<file path="src/rtl/imem_loader.sv">
// Instruction RAM front end for the PCPU. A host streams a program in over
// a valid/ready port, then the block releases the core and serves its fetch port.
module imem_loader #(
   parameter int ADDR_W = 8,
   parameter int DATA_W = 16
) (
   input  logic              clock,
   input  logic              reset,
   input  logic              load_req,
   input  logic              wr_valid,
   input  logic [DATA_W-1:0] wr_data,
   input  logic              wr_last,
   output logic              wr_ready,
   input  logic [ADDR_W-1:0] i_addr,
   output logic [DATA_W-1:0] i_datain,
   output logic              cpu_reset,
   output logic              cpu_enable,
   output logic              cpu_start,
   output logic [ADDR_W:0]   load_count,
   output logic              err_ovf
);

   localparam int DEPTH = 2 ** ADDR_W;
   localparam logic [ADDR_W:0] LAST_WP  = (ADDR_W + 1)'(DEPTH - 1);
   localparam logic [ADDR_W:0] FULL_CNT = (ADDR_W + 1)'(DEPTH);

   typedef enum logic [1:0] {
      IDLE  = 2'd0,
      LOAD  = 2'd1,
      START = 2'd2,
      RUN   = 2'd3
   } state_t;

   state_t            state_q, state_d;
   logic [ADDR_W:0]   wp_q, wp_d;
   logic [ADDR_W:0]   cnt_q, cnt_d;
   logic              ovf_q, ovf_d;
   logic              beat;

   logic [DATA_W-1:0] mem [DEPTH];

   assign beat = wr_valid && (state_q == LOAD);

   always_comb begin
      state_d = state_q;
      wp_d    = wp_q;
      cnt_d   = cnt_q;
      ovf_d   = ovf_q;
      case (state_q)
         IDLE, RUN: begin
            if (load_req) begin
               state_d = LOAD;
               wp_d    = '0;
               cnt_d   = '0;
               ovf_d   = 1'b0;
            end
         end
         LOAD: begin
            if (beat) begin
               wp_d  = wp_q + 1'b1;
               cnt_d = (cnt_q == FULL_CNT) ? cnt_q : cnt_q + 1'b1;
               // The last RAM slot ends the load even without wr_last, so
               // the pointer never wraps onto the start of the program.
               if (wr_last || (wp_q == LAST_WP)) begin
                  state_d = START;
               end
               if ((wp_q == LAST_WP) && !wr_last) begin
                  ovf_d = 1'b1;
               end
            end
         end
         START: begin
            state_d = RUN;
         end
         default: begin
            state_d = IDLE;
         end
      endcase
   end

   always_ff @(posedge clock or posedge reset) begin
      if (reset) begin
         state_q <= IDLE;
         wp_q    <= '0;
         cnt_q   <= '0;
         ovf_q   <= 1'b0;
      end else begin
         state_q <= state_d;
         wp_q    <= wp_d;
         cnt_q   <= cnt_d;
         ovf_q   <= ovf_d;
      end
   end

   // RAM contents survive reset so a program can outlive a core restart.
   always_ff @(posedge clock) begin
      if (beat) begin
         mem[wp_q[ADDR_W-1:0]] <= wr_data;
      end
   end

   assign wr_ready   = (state_q == LOAD);
   assign cpu_start  = (state_q == START);
   assign cpu_enable = (state_q == START) || (state_q == RUN);
   assign cpu_reset  = !cpu_enable;
   assign load_count = cnt_q;
   assign err_ovf    = ovf_q;

   // Zero-latency fetch for the single-cycle IF stage; NOP while not running.
   assign i_datain = cpu_enable ? mem[i_addr] : '0;

endmodule

</file>
<file path="config.mk">
export PLATFORM = sky130hd
export DESIGN_NAME = imem_loader
export DESIGN_NICKNAME = d
export VERILOG_FILES = /design/src/rtl/imem_loader.sv
export SDC_FILE = /design/constraint.sdc
export NUM_CORES = 2
export LEC_CHECK = 0
export CORE_ASPECT_RATIO = 1.4
export CORE_UTILIZATION = 30
export DETAILED_ROUTE_END_ITERATION = 10
export PLACE_DENSITY_LB_ADDON = 0.12
export SLEW_MARGIN = 10
export SYNTH_ARGS = -nofsm -noshare
export SYNTH_HDL_FRONTEND = slang
export SYNTH_SLANG_ARGS = --single-unit
</file>
<file path="constraint.sdc">
create_clock -name clock -period 3.5 [get_ports clock]
set_clock_uncertainty 0.1 [all_clocks]
set_input_delay 0.525 -clock clock [delete_from_list [all_inputs] [get_ports clock]]
set_output_delay 0.525 -clock clock [all_outputs]
set_load 0.005 [all_outputs]
</file>
After elaboration in Yosys (flattened, before gate mapping)
Memories as Yosys holds them, arrays and structs flattened.
Cells that the tools add are included.
{"block": "op_classes", "n_eq_ne": 10, "n_lt_le_gt_ge": 0, "bitwise": 0, "n_addsub": 2, "reduce_logical": 13, "n_div": 0, "mux": 17, "multipliers": 0, "shifts": 0}
{"op": "$mux W9", "count": 4}
{"op": "$pmux W9 S2", "count": 2}
{"op": "$add A9 B1 Y9 const B", "count": 2}
{"op": "$mux W16", "count": 1}
{"op": "$eq A9 B8 Y1 const B", "count": 1}
{"op": "$eq A9 B9 Y1 const B", "count": 1}
{"op": "$reduce_and A4 Y1", "count": 2}
{"op": "$mux W2", "count": 3}
{"op": "$ne A2 B1 Y1 const B", "count": 3}
{"op": "$pmux W2 S3", "count": 1}
{"op": "$reduce_and A3 Y1", "count": 2}
{"op": "$mux W1", "count": 5}
{"op": "$eq A2 B2 Y1 const B", "count": 2}
{"op": "$ne A2 B2 Y1 const B", "count": 2}
{"op": "$eq A2 B1 Y1 const B", "count": 1}
{"op": "$logic_and A1 B1 Y1", "count": 2}
{"op": "$logic_not A1 Y1", "count": 2}
{"op": "$logic_not A2 Y1", "count": 1}
{"op": "$logic_or A1 B1 Y1", "count": 2}
{"op": "$pmux W1 S2", "count": 1}
{"op": "$reduce_bool A2 Y1", "count": 1}
{"op": "$reduce_or A2 Y1", "count": 1}
{"block": "word_totals", "word_cells": 47, "ramBits": 4096, "n_memories": 1, "in_bits": 29, "rom_bits": 0, "latch_bits": 0, "out_inout_bits": 30, "reg_bits": 21}
{"memory": "mem", "depth": 256, "width": 16, "read_ports": 1, "rd_ports_with_merged_regs": 0, "write_ports": 1, "line": "40", "text": "logic [DATA_W-1:0] mem [DEPTH];"}

Longest topological paths before layout
{"block": "logic_depth", "ltp_word": 5, "depth_mapped": 12, "depth_no_buf": 9}

Least setup slack after synthesis
Ideal clock, no wire load.
{"block": "synth_timing", "path_type": "register -> register", "startpoint": "register state_q[1]", "endpoint": "memory mem[112][0] (enable)", "path_slack_ns": 0.506, "setup_time_ns": 0.388, "t_required_ns": 3.012, "period_less_slack_ns": 2.994, "t_arrival_ns": 2.505, "n_path_buf": 2, "path_stages_with_launch": 9, "path_cell_list": "dfrtp_1 > inv_1 > ha_1 > clkbuf_1 > nand2_1 > nor3_1 > nand2_1 > clkbuf_1 > nor2_1"}
{"block": "synth_via", "elab_chain_cells": 4}
{"item": "start: declaration", "line": "34", "text": "state_t state_q, state_d;"}
{"item": "start signal: assignment", "line": "88", "text": "state_q <= state_d;"}
{"item": "$eq A2 B1 Y1"}
{"item": "named net wr_ready", "line": "13", "text": "output logic wr_ready,"}
{"item": "$logic_and A1 B1 Y1", "line": "42", "text": "assign beat = wr_valid && (state_q == LOAD);"}
{"item": "$mux W1", "line": "97", "text": "if (beat) begin"}
{"item": "$mux W1 (implied by the code)", "line": "98", "text": "mem[wp_q[ADDR_W-1:0]] <= wr_data;"}
{"item": "end: declaration", "line": "40"}
The timed path passes the listed nets, and every way through them passes these cells.

Worst setup path in the final report
{"block": "layout_timing", "startpoint": "register state_q[0]", "endpoint": "output port i_datain[3]"}
{"block": "layout_via", "elab_chain_cells": 3, "elab_cells_between_ends": 4, "cone_classes": "eq/ne (2); mux (1); reduce/logical (1)"}
{"item": "$eq A2 B2 Y1", "line": "104", "text": "assign cpu_enable = (state_q == START) || (state_q == RUN);"}
{"item": "$logic_or A1 B1 Y1 *", "line": "104"}
{"item": "$mux W16 *", "line": "110", "text": "assign i_datain = cpu_enable ? mem[i_addr] : '0;"}
{"item": "end: declaration", "line": "15", "text": "output logic [DATA_W-1:0] i_datain,"}
Mark *: on every way between the ends. The rest lies on a longest branch, timed or not.

==> flow_summary.yaml <==
cells_and_area:
  fill_cells: 49100
  final_common_cell: "edfxtp_1"
  layout-drive-gt1-share_pct: 31.6
  area_delta_synth_final_pct: 21.2
  final_net_count: 8807
  final_cell_mix: "edfxtp_1 (4,096), buf_4 (958), mux4_2 (701)"
  regArea_mm2: 0.124
  multi_input_area_mm2: 0.0346
yosys:
  yosysTopAreaCell: "edfxtp_1"
  ys_async_sr_fraction_pct: 0.510
  ys_seq_elements: 4117
  synth_top_area_share_pct: 76.7
  synthesis.nets: 7485
  synth_cell_types: 61
  synth.area.top_cells: "edfxtp_1 (77%), mux4_2 (9.8%), mux2i_1 (3.5%)"
  ys_seq_area_share_pct: 77.1
  yosysWarnings: 0
  postSynthAreaPerCell_um2: 21.5
  netlist_area_mm2: 0.160
  syn_inst: 7445
  synth_edf_count: 4096
  synth_flop_cell: "edfxtp_1"
power:
  seqPwrFrac_pct: 50.7
  p_sw_share_pct: 22.7
  intPower_w: 0.0829
  power.density_mw_per_mm2: 552
  peakVddDrop_uv: 429
  p_leak_nw: 62.8
  switchingPower_w: 0.0244
  combPwrFrac_pct: 8.2
  p_clk_share_pct: 41.1
  finalPower_w: 0.107
routing:
  drtIter0Drc: 6646
  postRouteAntennaNets: 0
  vias: 80600
  routed_wl_um: 519000
  firstDrtPassIters: 5
  wl_per_cell_um: 32.1
  viasPerCell: 4.99
  drc: 0
status:
  failed_checks: "setup timing"
  outcome: "finished with violations"
clock_tree:
  cts_tree: "built"
  clk_latency_ns: 1.04
  cts_root_buffer: "clkbuf_16"
  clock_path_buffers: 4
  numCtsBuffers: 408
  path_clk_slew_ns: 0.06
  clock-sinks: 4117
  h-tree-depth: 5
flow_run:
  cap_violations: 0
timing:
  setup_viol: 16
  rsz0062_at_grt: "yes"
  fin_ws_ns: -0.980
  clock.fmax_mhz: 223
  period_needed_ns: 4.48
  fin_tns_setup_ns: -11.75
  fin_crit_sh_pct: 128
  finalMaxSlewViolations: 0
  relSlewSlack_pct: 15.1
  worst_pin_slew_ns: 1.27
  hold_viol: 0
critical_path:
  crit_type: "flip-flop to output pin"
  end_kind: "output pin"
  r2r_slack_ns: 0.42
  crit_required_ns: 2.87
  critPathSlowestCell: "nand4_1"
  start_kind: "flip-flop"
  crit_fanout: 3
  crit_path_max_incr_delay_ns: 0.51
  path_cells: "inv_1 > ha_2 > nor2_4 > nor2_4 > buf_8 > o21ai_4 > a31oi_4 > nand4_1 > buf_12 > o22ai_4 > buf_6 > buf_6"
  cp_data_arrival_time_ns: 3.85
placement:
  dp_hpwl_um: 342000
  port_buffers: 58
  gp_congestion: 0.823
die:
  die_area_mm2: 0.537
  io_pins: 59
  core_area_mm2: 0.532
  initial_utilization_pct: 30.1
  fp.dieW_um: 620
  rows: 317
  die_h_um: 867
global_routing:
  grt_pass1_wl_um: 713000
  grt_max_degree: 102
  grt_pass1_vias: 85000
  overflow: 0
  antenna_found_initial: 23
  track_usage_pct: 19.1
hold_path:
  hold_path_class: "input port to flip-flop"
## cell usage after synthesis (all sizes together) (2+ instances only)
| master | n |
|---|---|
| or3 | 11 |
| a211oi | 48 |
| o211ai | 2 |
| or4b | 3 |
| or4 | 3 |
| o21ai | 103 |
| xor2 | 9 |
| inv | 21 |
| a22o | 11 |
| o22ai | 152 |
| nor4 | 3 |
| nor3 | 43 |
| clkbuf | 139 |
| mux2i | 562 |
| nand2b | 9 |
| edfxtp | 4096 |
| nor2 | 328 |
| o221ai | 216 |
| buf | 295 |
| o31ai | 4 |
| mux4 | 816 |
| nand3 | 39 |
| a21oi | 137 |
| a31oi | 18 |
| nand4 | 33 |
| nor2b | 9 |
| ha | 11 |
| and3 | 12 |
| nand2 | 154 |
| and2 | 15 |
| nand3b | 2 |
| o32ai | 9 |
| a22oi | 49 |
| o22a | 13 |
| dfrtp | 21 |
| mux2 | 5 |
| a221oi | 23 |
| or2 | 6 |
| o2111ai | 3 |
| o41ai | 5 |
## area by class of cell
type	instances	area share [%]
diodes	21	0.0271
clock buffers	505	5.54
clock inverters	243	1.21
inverters	21	0.0470
multi-input cells	2873	17.8
flip-flops and latches	4117	63.6
well taps	7018	4.52
repair buffers	1346	7.24
## power by group through the flow
stage | logic [W] | registers (W) | clock network [W]
floorplan | 0.00313 | 0.0554 | 0
global placement | 0.00827 | 0.0554 | 0
detailed placement | 0.00834 | 0.0554 | 0
CTS | 0.00888 | 0.0544 | 0.0453
global route | 0.00916 | 0.0544 | 0.0468
finish | 0.00876 | 0.0544 | 0.0441
## routing by layer
| layer | routed length [µm] | vias to the layer above | track usage (%) |
|---|---|---|---|
| li1 | - | 34200 | - |
| met4 | 17900 | 6 | 5.91 |
| met1 | 208000 | 44100 | 23.6 |
| met3 | 19700 | 623 | 2.27 |
| met5 | 46 | - | 0 |
| met2 | 273000 | 1674 | 34.7 |
## final timing paths
kind	endpoint	startpoint	depth (start not counted)
worst max-delay path	i_datain[3]	state_q[0]	12
min in group asynchronous	wp_q[5]	reset	3
worst min register to register	wp_q[8]	wp_q[8]	1
worst max register to register	mem[238][0]	state_q[1]	7
max in group asynchronous	wp_q[3]	reset	3
worst min-delay path	err_ovf	wr_last	4
## kinds of logic after synthesis
| logic type | count (synthesis) | synth area share [%] |
|---|---|---|
| flops | 4117 | 77.1 |
| xor+xnor | 10 | 0.0546 |
| mux | 1383 | 15.3 |
| fa+ha+maj | 11 | 0.0859 |
| simple gates | 674 | 1.83 |
| compound gates | 795 | 3.46 |
| buf+inv | 455 | 2.21 |
## through the flow
stage	hold WS (ns)	util, %	cells	setup WS [ns]	instance area (µm²)
6_report	0.161	36.5	16100	-0.980	194000
5_1_grt	0.169	36.5	16100	-1.09	194000
4_1_cts	0.0575	36.4	16100	-1.12	194000
3_5_place_dp	0.423	33.8	15400	-2.31	180000
3_3_place_gp	0.393	33.8	15400	-2.29	180000
2_1_floorplan	0.373	-	7445	0.506	160000
## flip-flops by register name, summed over array words and instances (netlist names)
register,count
load_count,9
state_q,2
mem,4096
err_ovf,1
wp_q,9
## critical path, delay by kind of cell, from the launching register on
kind,cells,cell delay [ns]
AOI/OAI and AO/OA,3,0.67
adders and majority gates,1,0.20
buffers and inverters,5,0.80
DFF,1,0.40
and+or+nand+nor,3,0.73
## timing repair
| action | in CTS | in global routing |
|---|---|---|
| setup endpoints to repair | 18 | 17 |
| buffers inserted | 13 | 3 |
| gates resized for setup | 235 | 47 |
| endpoints found under the hold margin | 617 | 0 |
| gates cloned | 2 | 0 |
| hold buffers | 17 | 0 |
| pin swaps | 37 | 29 |
Note: power is estimated with default switching activity, not from simulation.
